[src/rtl/uart_rx_frame_parser_if.sv]
// Byte-stream and frame-handoff signals between the UART receiver, the frame parser and the host.
// master = upstream receiver plus host side, slave = the parser itself.
interface uart_rx_frame_parser_if #(
    parameter int MAX_LEN = 16
);
    localparam int AW = (MAX_LEN > 1) ? $clog2(MAX_LEN) : 1;

    logic          i_rx_dv;
    logic [7:0]    i_rx_byte;
    logic          o_frame_valid;
    logic [7:0]    o_frame_cmd;
    logic [7:0]    o_frame_len;
    logic          i_frame_ack;
    logic [AW-1:0] i_rd_addr;
    logic [7:0]    o_rd_data;
    logic          o_err;
    logic [1:0]    o_err_code;
    logic          o_overrun;

    modport master (
        output i_rx_dv, i_rx_byte, i_frame_ack, i_rd_addr,
        input  o_frame_valid, o_frame_cmd, o_frame_len, o_rd_data,
               o_err, o_err_code, o_overrun
    );

    modport slave (
        input  i_rx_dv, i_rx_byte, i_frame_ack, i_rd_addr,
        output o_frame_valid, o_frame_cmd, o_frame_len, o_rd_data,
               o_err, o_err_code, o_overrun
    );
endinterface

[src/rtl/uart_rx_frame_parser.sv]
// Assembles SYNC/CMD/LEN/payload/XOR-checksum frames from UART bytes and holds one good frame for the host.
// Status and error pulses are registered one cycle after the byte; read port has one cycle latency.
// Bytes arriving while a frame is held are dropped and flagged as overrun; host releases with ack.
module uart_rx_frame_parser #(
    parameter int         MAX_LEN      = 16,
    parameter int         TIMEOUT_CLKS = 8680,
    parameter logic [7:0] SYNC_BYTE    = 8'hA5
) (
    input  logic                  clk,
    input  logic                  rst,
    uart_rx_frame_parser_if.slave bus
);
    localparam int             AW       = (MAX_LEN > 1) ? $clog2(MAX_LEN) : 1;
    localparam int             TW       = $clog2(TIMEOUT_CLKS + 1);
    localparam logic [TW-1:0]  TMO_LAST = TW'(TIMEOUT_CLKS - 1);
    localparam logic [7:0]     MAX_LEN8 = 8'(MAX_LEN);

    typedef enum logic [2:0] {
        S_HUNT,
        S_CMD,
        S_LEN,
        S_PAYLOAD,
        S_CSUM,
        S_HOLD
    } state_t;

    state_t        state, state_d;
    logic [7:0]    acc, acc_d;
    logic [7:0]    cmd_q, cmd_d;
    logic [7:0]    len_q, len_d;
    logic [7:0]    idx, idx_d;
    logic [TW-1:0] tmo_cnt, tmo_d;
    logic          frame_valid, valid_d;
    logic [7:0]    frame_cmd, fcmd_d;
    logic [7:0]    frame_len, flen_d;
    logic          err, err_d;
    logic [1:0]    err_code, code_d;
    logic          overrun, ovr_d;
    logic          buf_we;
    logic          in_frame;
    logic          tmo_hit;
    logic [7:0]    rd_data;
    logic [7:0]    mem [0:MAX_LEN-1];

    assign in_frame = (state == S_CMD) || (state == S_LEN) ||
                      (state == S_PAYLOAD) || (state == S_CSUM);
    // A byte landing on the last count cycle wins over the timeout.
    assign tmo_hit  = in_frame && !bus.i_rx_dv && (tmo_cnt == TMO_LAST);

    always_comb begin
        state_d = state;
        acc_d   = acc;
        cmd_d   = cmd_q;
        len_d   = len_q;
        idx_d   = idx;
        valid_d = frame_valid;
        fcmd_d  = frame_cmd;
        flen_d  = frame_len;
        err_d   = 1'b0;
        code_d  = 2'b00;
        ovr_d   = 1'b0;
        buf_we  = 1'b0;
        tmo_d   = (in_frame && !bus.i_rx_dv) ? tmo_cnt + 1'b1 : '0;

        case (state)
            S_HUNT: begin
                if (bus.i_rx_dv && bus.i_rx_byte == SYNC_BYTE)
                    state_d = S_CMD;
            end
            S_CMD: begin
                if (bus.i_rx_dv) begin
                    cmd_d   = bus.i_rx_byte;
                    acc_d   = bus.i_rx_byte;
                    state_d = S_LEN;
                end
            end
            S_LEN: begin
                if (bus.i_rx_dv) begin
                    if (bus.i_rx_byte > MAX_LEN8) begin
                        err_d   = 1'b1;
                        code_d  = 2'b01;
                        state_d = S_HUNT;
                    end else begin
                        len_d   = bus.i_rx_byte;
                        acc_d   = acc ^ bus.i_rx_byte;
                        idx_d   = 8'd0;
                        state_d = (bus.i_rx_byte == 8'd0) ? S_CSUM : S_PAYLOAD;
                    end
                end
            end
            S_PAYLOAD: begin
                if (bus.i_rx_dv) begin
                    buf_we = 1'b1;
                    acc_d  = acc ^ bus.i_rx_byte;
                    if (idx == len_q - 8'd1)
                        state_d = S_CSUM;
                    else
                        idx_d = idx + 8'd1;
                end
            end
            S_CSUM: begin
                if (bus.i_rx_dv) begin
                    if (bus.i_rx_byte == acc) begin
                        valid_d = 1'b1;
                        fcmd_d  = cmd_q;
                        flen_d  = len_q;
                        state_d = S_HOLD;
                    end else begin
                        err_d   = 1'b1;
                        code_d  = 2'b10;
                        state_d = S_HUNT;
                    end
                end
            end
            S_HOLD: begin
                if (bus.i_rx_dv)
                    ovr_d = 1'b1;
                if (bus.i_frame_ack) begin
                    valid_d = 1'b0;
                    state_d = S_HUNT;
                end
            end
            default: state_d = S_HUNT;
        endcase

        if (tmo_hit) begin
            err_d   = 1'b1;
            code_d  = 2'b11;
            state_d = S_HUNT;
            tmo_d   = '0;
        end
    end

    always_ff @(posedge clk) begin
        if (rst) begin
            state       <= S_HUNT;
            acc         <= 8'd0;
            cmd_q       <= 8'd0;
            len_q       <= 8'd0;
            idx         <= 8'd0;
            tmo_cnt     <= '0;
            frame_valid <= 1'b0;
            frame_cmd   <= 8'd0;
            frame_len   <= 8'd0;
            err         <= 1'b0;
            err_code    <= 2'b00;
            overrun     <= 1'b0;
        end else begin
            state       <= state_d;
            acc         <= acc_d;
            cmd_q       <= cmd_d;
            len_q       <= len_d;
            idx         <= idx_d;
            tmo_cnt     <= tmo_d;
            frame_valid <= valid_d;
            frame_cmd   <= fcmd_d;
            frame_len   <= flen_d;
            err         <= err_d;
            err_code    <= code_d;
            overrun     <= ovr_d;
        end
    end

    // Payload storage carries no reset; contents only matter while a frame is held.
    always_ff @(posedge clk) begin
        if (buf_we)
            mem[idx[AW-1:0]] <= bus.i_rx_byte;
    end

    always_ff @(posedge clk) begin
        if (rst)
            rd_data <= 8'd0;
        else if (32'(bus.i_rd_addr) < MAX_LEN)
            rd_data <= mem[bus.i_rd_addr];
        else
            rd_data <= 8'd0;
    end

    assign bus.o_frame_valid = frame_valid;
    assign bus.o_frame_cmd   = frame_cmd;
    assign bus.o_frame_len   = frame_len;
    assign bus.o_rd_data     = rd_data;
    assign bus.o_err         = err;
    assign bus.o_err_code    = err_code;
    assign bus.o_overrun     = overrun;
endmodule

[src/flat_wrapper.sv]
// flat-port wrapper written by rule: the top's interface ports become plain ports
module uart_rx_frame_parser_flat 
#(
    parameter int         MAX_LEN      = 16,
    parameter int         TIMEOUT_CLKS = 8680,
    parameter logic [7:0] SYNC_BYTE    = 8'hA5
)
  (clk, rst, bus_i_rx_dv, bus_i_rx_byte, bus_i_frame_ack, bus_i_rd_addr, bus_o_frame_valid, bus_o_frame_cmd, bus_o_frame_len, bus_o_rd_data, bus_o_err, bus_o_err_code, bus_o_overrun);
  uart_rx_frame_parser_if #(.MAX_LEN(MAX_LEN)) bus_i ();
  input  logic clk;
  input  logic rst;
  input wire logic [$bits(bus_i.i_rx_dv)-1:0] bus_i_rx_dv;
  input wire logic [$bits(bus_i.i_rx_byte)-1:0] bus_i_rx_byte;
  input wire logic [$bits(bus_i.i_frame_ack)-1:0] bus_i_frame_ack;
  input wire logic [$bits(bus_i.i_rd_addr)-1:0] bus_i_rd_addr;
  output wire logic [$bits(bus_i.o_frame_valid)-1:0] bus_o_frame_valid;
  output wire logic [$bits(bus_i.o_frame_cmd)-1:0] bus_o_frame_cmd;
  output wire logic [$bits(bus_i.o_frame_len)-1:0] bus_o_frame_len;
  output wire logic [$bits(bus_i.o_rd_data)-1:0] bus_o_rd_data;
  output wire logic [$bits(bus_i.o_err)-1:0] bus_o_err;
  output wire logic [$bits(bus_i.o_err_code)-1:0] bus_o_err_code;
  output wire logic [$bits(bus_i.o_overrun)-1:0] bus_o_overrun;
  assign bus_i.i_rx_dv = bus_i_rx_dv;
  assign bus_i.i_rx_byte = bus_i_rx_byte;
  assign bus_i.i_frame_ack = bus_i_frame_ack;
  assign bus_i.i_rd_addr = bus_i_rd_addr;
  assign bus_o_frame_valid = bus_i.o_frame_valid;
  assign bus_o_frame_cmd = bus_i.o_frame_cmd;
  assign bus_o_frame_len = bus_i.o_frame_len;
  assign bus_o_rd_data = bus_i.o_rd_data;
  assign bus_o_err = bus_i.o_err;
  assign bus_o_err_code = bus_i.o_err_code;
  assign bus_o_overrun = bus_i.o_overrun;
  uart_rx_frame_parser #(.MAX_LEN(MAX_LEN), .TIMEOUT_CLKS(TIMEOUT_CLKS), .SYNC_BYTE(SYNC_BYTE)) u_core (.clk(clk), .rst(rst), .bus(bus_i));
endmodule
[config.mk]
export PLATFORM = sky130hd
export DESIGN_NAME = uart_rx_frame_parser_flat
export DESIGN_NICKNAME = d
export VERILOG_FILES = /design/src/rtl/uart_rx_frame_parser_if.sv /design/src/rtl/uart_rx_frame_parser.sv /design/src/flat_wrapper.sv
export SDC_FILE = /design/constraint.sdc
export NUM_CORES = 1
export LEC_CHECK = 0
export BUFFER_PORTS_ARGS = -buffer_cell sky130_fd_sc_hd__buf_4
export CAP_MARGIN = 20
export CORE_MARGIN = 3
export CORE_UTILIZATION = 54
export CTS_CLUSTER_DIAMETER = 40
export DETAILED_ROUTE_END_ITERATION = 7
export GPL_TIMING_DRIVEN = 0
export MAX_ROUTING_LAYER = met4
export PLACE_DENSITY_LB_ADDON = 0.05
export SETUP_SLACK_MARGIN = 0.02
export SKIP_LAST_GASP = 1
export SLEW_MARGIN = 20
export SYNTH_ARGS = -nofsm -noshare
export SYNTH_HDL_FRONTEND = slang
export SYNTH_SLANG_ARGS = --single-unit
[constraint.sdc]
create_clock -name clk -period 2.5 [get_ports clk]
set_clock_uncertainty 0.1 [all_clocks]
set_input_delay 0.5 -clock clk [delete_from_list [all_inputs] [get_ports clk]]
set_output_delay 0.5 -clock clk [all_outputs]
set_load 0.01 [all_outputs]
==> results of run 1 <==
==> per-stage QoR <==
step | hold slack [ps] | utilization | area, µm² | setup WS, ps | total power [mW]
after floorplan | 317.6 | - | 8428 | 47.27 | 3.845
after global placement | 334.9 | 0.5893 | 8992 | -617.6 | 3.966
after detailed placement | 347.4 | 0.5907 | 9012 | -611.5 | 3.972
after CTS | 221.6 | 0.6714 | 10240 | -3.535 | 7.840
after global routing | 257.0 | 0.6859 | 10470 | -42.37 | 8.034
final | 268.8 | 0.6859 | 10470 | 38.40 | 7.799
==> power breakdown <==
| group | leakage, nW | internal (mW) | switching [mW] |
|---|---|---|---|
| logic | 1.45 | 0.113 | 0.159 |
| registers | 1.78 | 3.62 | 0.00635 |
| clock network | 0.458 | 2.37 | 1.54 |
| total | 3.69 | 6.10 | 1.70 |
==> Yosys cell counts, drive strengths merged, types with 3 or more instances <==
cell | n | area (µm²)
xor2 | 22 | 192.7
buf | 12 | 67.56
a22oi | 8 | 60.06
ha | 6 | 75.07
nor3 | 11 | 55.05
nand2b | 6 | 37.54
nor2b | 14 | 87.58
clkbuf | 22 | 83.83
mux4 | 40 | 900.9
nand3 | 10 | 50.05
or4 | 3 | 22.52
nor4 | 5 | 52.55
dfxtp | 78 | 1562
edfxtp | 128 | 3844
a21oi | 26 | 130.1
nor2 | 66 | 247.7
xnor2 | 9 | 78.83
and3 | 3 | 18.77
o21ai | 24 | 120.1
inv | 8 | 30.03
nand4 | 7 | 43.79
and2 | 6 | 37.54
nand2 | 54 | 202.7
or3 | 10 | 62.56
mux2i | 19 | 190.2
==> kinds of logic (layout without fill, tap and decap cells) <==
logic type / after synthesis / count (layout)
DFF: 206 / 206
AOI/OAI and AO/OA: 76 / 76
adders and majority gates: 6 / 6
xor gates and xnor gates: 31 / 31
muxes: 59 / 59
buffers and inverters: 42 / 148
and+or+nand+nor: 198 / 198
==> final cells by class <==
cell class / count / area [µm²]
Tap cell: 211 / 264.0
Multi-Input combinational cell: 370 / 3131
Fill cell: 1039 / 4792
Timing Repair Buffer: 58 / 530.5
Clock inverter: 16 / 161.4
Clock buffer: 36 / 783.3
Buffer: 30 / 152.6
Inverter: 8 / 32.53
Sequential cell: 206 / 5411
==> state kept, by name (all words and copies together), names as in the netlist <==
signal / count
u_core.acc: 8
u_core.bus.o_overrun: 1
u_core.idx: 8
u_core.bus.o_frame_len: 8
u_core.bus.o_frame_cmd: 8
u_core.bus.o_frame_valid: 1
u_core.len_q: 8
u_core.bus.o_err_code: 2
u_core.mem: 128
u_core.cmd_q: 8
u_core.bus.o_err: 1
u_core.bus.o_rd_data: 8
u_core.state: 3
u_core.tmo_cnt: 14
==> final timing paths <==
kind / startpoint / end / depth (start not counted)
min reg2reg: u_core.tmo_cnt[0] / u_core.tmo_cnt[0] / 1
max reg2reg: u_core.len_q[0] / u_core.idx[5] / 10
max: u_core.len_q[0] / u_core.idx[5] / 10
min: bus_i_rx_byte[5] / u_core.mem[10][5] / 1
==> repair_timing <==
item | in CTS | in global routing
setup buffers | 11 | 6
resized for setup | 45 | 34
endpoints found under the setup margin | 143 | 149
pin swaps | 16 | 18
endpoints found under the hold margin | 0 | 0
cloned | 1 | 0
==> routing by layer <==
metal	GRT usage	wire length, µm	up-vias
li1	-	-	2469
met4	0.07441	412	0
met1	0.2984	8012	2601
met5	-	0	-
met2	0.3681	9222	160
met3	0.03333	840	36
==> worst reg2reg max path, cell delays in order, from the launching register on <==
cell	delay (ps)
dfxtp_4	360
inv_4	40
ha_4	150
buf_8	130
xnor2_4	140
a221oi_2	80
a41oi_2	210
nor4_4	80
a311o_2	480
or4_4	500
a21oi_2	120
==> impl_metrics.toml, run 1 <==
[floorplan]
io_pins = 45
core-area_um2 = 15260
start_util = 0.5524
die_w_um = 130.9
rows = 45
die_area_um2 = 17140
die_y_um = 130.9

[yosys]
synth_compound_area_frac = 0.05493
synth_fp_nets = 640
ys_seq_area_frac = 0.6413
ys.flop_type = "edfxtp_1"
synth_xor_area_frac = 0.03221
syn_inst = 618
synth_cell_types = 48
yosys.area_share.simple = 0.1116
syn_avg_cell_area_um2 = 13.64
synth_warnings = 0
synthAdderAreaFrac = 0.008907
syn_area_um2 = 8428
synthMuxAreaShare = 0.1295
async_flop_share = 0
synth_seq_cells = 206
synth_top_family_by_area = "multiplexers"
synth_enable_flop_cells = 128

[worst_setup_path]
startpoint_type = "flop"
critPathSlowestCell = "or4_4"
crit_type = "reg2reg"
crit_required_ps = 2860
crit_fanout = 7
path_buf_inv = 2
path_cells = "inv_4 > ha_4 > buf_8 > xnor2_4 > a221oi_2 > a41oi_2 > nor4_4 > a311o_2 > or4_4 > a21oi_2"
r2r_slack_ps = 40
endpoint_kind = "flop"
cp.arrival_ps = 2820
path_delay_family = "compound AO/OA/AOI/OAI gates"
slowest_delay_ps = 500

[final_layout]
final_cell_mix = "edfxtp_1, dfxtp_1, nor2_1"
layout-drive-gt1-share = 0.2887
fin_nets = 724
antenna_cells = 0
layout.cells.non_filler = 935
syn_to_final_growth_pct = 24.18
final_common_cell = "edfxtp_1"

[route]
first_pass_iters = 5
ant_nets = 0
wl_per_cell_um = 19.77
first_iter_violations = 316
drc = 0
vias = 5266
wl_um = 18490
vias_per_cell = 5.632

[timing]
setup-violations-final = 0
finalHoldViolCount = 0
max_freq_mhz = 406.2
slew_headroom = 0.3720
rsz0062_at_grt = "yes"
period_minus_slack_ps = 2462
period_share = 0.9846
maxSlewViolCount = 0
tightestPinTransition_ps = 934.9
finalSetupTns_ps = 0

[placed_design]
dp_hpwl_um = 11820
dp.cells = 869
gp_congestion = 0.8831
portBuffers = 40

[power]
powerDensity_nw_per_um2 = 745.2
p_leak_nw = 3.691
ir_drop_uv = 499.0

[grt]
grt_pass1_wl_um = 28810
overflow = 0
grt_max_degree = 25
antenna_found_initial = 0
grt_pass1_vias = 5276
gr-usage-all-layers = 0.2271

[clock_tree]
path_clk_slew_ps = 60
postCtsHoldBufs = 0
cts_max_path_buffers = 3
clk_latency_ps = 520
cts_buffers = 28
cts-htree-levels = 1
cts_tree = "done"
cts.sinks = 206
root_buffer = "clkbuf_16"

[min_path]
hp-class = "in2reg"

[job]
drv_cap = 0

[run_status]
status = "completed"
No activity file was read; power rests on OpenSTA's default activity.
==> run 2: changes to the inputs <==
Settings changed: BUFFER_PORTS_ARGS -buffer_cell sky130_fd_sc_hd__buf_4 to -buffer_cell sky130_fd_sc_hd__buf_2, SKIP_CTS_REPAIR_TIMING from default to 1.
==> run 2 against run 1 <==
Compared with the run above:
- core utilization shrank 0.78 points
- largest power group unchanged
- worst hold slack got worse by 16 ps
- highest routed layer unchanged
- count of clock-buffer cells in the layout is 7 higher
- combinational power down 1%
- cell count decreased by 0.43%
- global-route usage decreased by 0.54 points
- sequential share of layout area is 0.58 points higher
- the flow now finishes with violations (setup timing)
==> impl_metrics.toml, run 2 (same netlist as run 1, synthesis figures left out) <==
[placed_design]
dp_hpwl_um = 11860
portBuffers = 40
placed_cell_area_um2 = 8912
gp_congestion = 0.8735
dp.cells = 869
pre_cts_slack_ps = -713.4

[worst_setup_path]
crit_type = "reg2reg"
path_buf_inv = 2
crit_fanout = 7
path_cells = "inv_4 > ha_4 > buf_8 > xnor2_4 > a221oi_4 > a41oi_2 > nor4_4 > a311o_2 > or4_1 > a21oi_1"
startpoint_type = "flop"
slowest_delay_ps = 490
r2r_slack_ps = -50
path_delay_family = "compound AO/OA/AOI/OAI gates"
critPathSlowestCell = "or4_1"
crit_required_ps = 2840
cp.arrival_ps = 2890
endpoint_kind = "flop"

[floorplan]
die_area_um2 = 17140
die_w_um = 130.9
die_y_um = 130.9
start_util = 0.5524
core-area_um2 = 15260
io_pins = 45
rows = 45

[timing]
slew_headroom = 0.3943
tightestPinTransition_ps = 901.6
setup-violations-final = 3
finalHoldViolCount = 0
maxSlewViolCount = 0
finalSetupTns_ps = -60.04
rsz0062_at_grt = "yes"
max_freq_mhz = 391.8
worst_hold_slack_ps = 252.7
period_share = 1.021
period_minus_slack_ps = 2552
layout_setup_ws_ps = -52.23

[power]
p_sw_mw = 1.612
pwr-share-comb = 0.034
switching_share = 0.2035
p_leak_nw = 3.676
seqPwrFrac = 0.457
clkPwrFrac = 0.509
internal_power_mw = 6.312
powerDensity_nw_per_um2 = 765.9
ir_drop_uv = 593.1
power_mw = 7.925

[route]
ant_nets = 0
first_pass_iters = 5
vias_per_cell = 5.625
first_iter_violations = 306
wl_um = 18130
wl_per_cell_um = 19.48
vias = 5237
drc = 0

[grt]
met3_usage = 0.03537
met1_usage = 0.2895
grt_pass1_wl_um = 28000
gr-usage-all-layers = 0.2217
grt_util_met2 = 0.3612
grt_pass1_vias = 5158
grt_max_degree = 24
overflow = 0
grt_busiest_layer = "met2"
antenna_found_initial = 0

[final_layout]
stdcell_area_um2 = 10350
regArea_um2 = 5410
final_cell_mix = "edfxtp_1, dfxtp_1, nor2_1"
largest_reg_flops = 128
layout-drive-gt1-share = 0.2736
multi_input_area_um2 = 3127
fin_nets = 720
fin_util = 0.6781
layout.cells.non_filler = 931
n_fill_cell = 1064
syn_to_final_growth_pct = 22.77
antenna_cells = 0
final_common_cell = "edfxtp_1"

[clock_tree]
cts-htree-levels = 1
cts.sinks = 206
clk_latency_ps = 510
cts_tree = "done"
path_clk_slew_ps = 60
cts_buffers = 28
cts_max_path_buffers = 3
root_buffer = "clkbuf_16"

[run_status]
status = "finished, violations left"
violations = "setup timing"

[min_path]
hp-class = "in2reg"

[job]
drv_cap = 0
-- run 2: metal layers --
layer  up-vias  share of wire
li1       2462              -
met1      2590           0.42
met2       146           0.51
met3        39          0.044
met4         0          0.025
met5         -              0
-- run 2: final cells by class --
cell class,instances,area share
sequential,206,0.5229
multi-input combinational,370,0.3022
clock buffer,43,0.08259
timing repair buffer,52,0.03567
tap,211,0.02551
buffer,32,0.01596
clock inverter,9,0.01209
inverter,8,0.003144
-- run 2: worst reg2reg max path, stage by stage (launching register included) --
cell and delay, ps:
dfxtp_4 380, inv_4 40, ha_4 150, buf_8 130
xnor2_4 180, a221oi_4 90, a41oi_2 230, nor4_4 80
a311o_2 460, or4_1 490, a21oi_1 150
-- run 2: worst paths after layout --
kind,startpoint,to,cells after the start
min,bus_i_rx_byte[0],u_core.mem[1][0],1
max reg2reg,u_core.len_q[0],u_core.idx[5],10
max,u_core.len_q[0],u_core.idx[5],10
min reg2reg,u_core.tmo_cnt[0],u_core.tmo_cnt[0],1
-- run 2: power by group through the flow --
stage | registers [mW] | logic (mW) | clock network (mW)
after global routing | 3.62 | 0.290 | 4.25
after detailed placement | 3.69 | 0.267 | 0
final | 3.62 | 0.268 | 4.03
after floorplan | 3.70 | 0.144 | 0
after CTS | 3.62 | 0.268 | 4.09
after global placement | 3.69 | 0.260 | 0
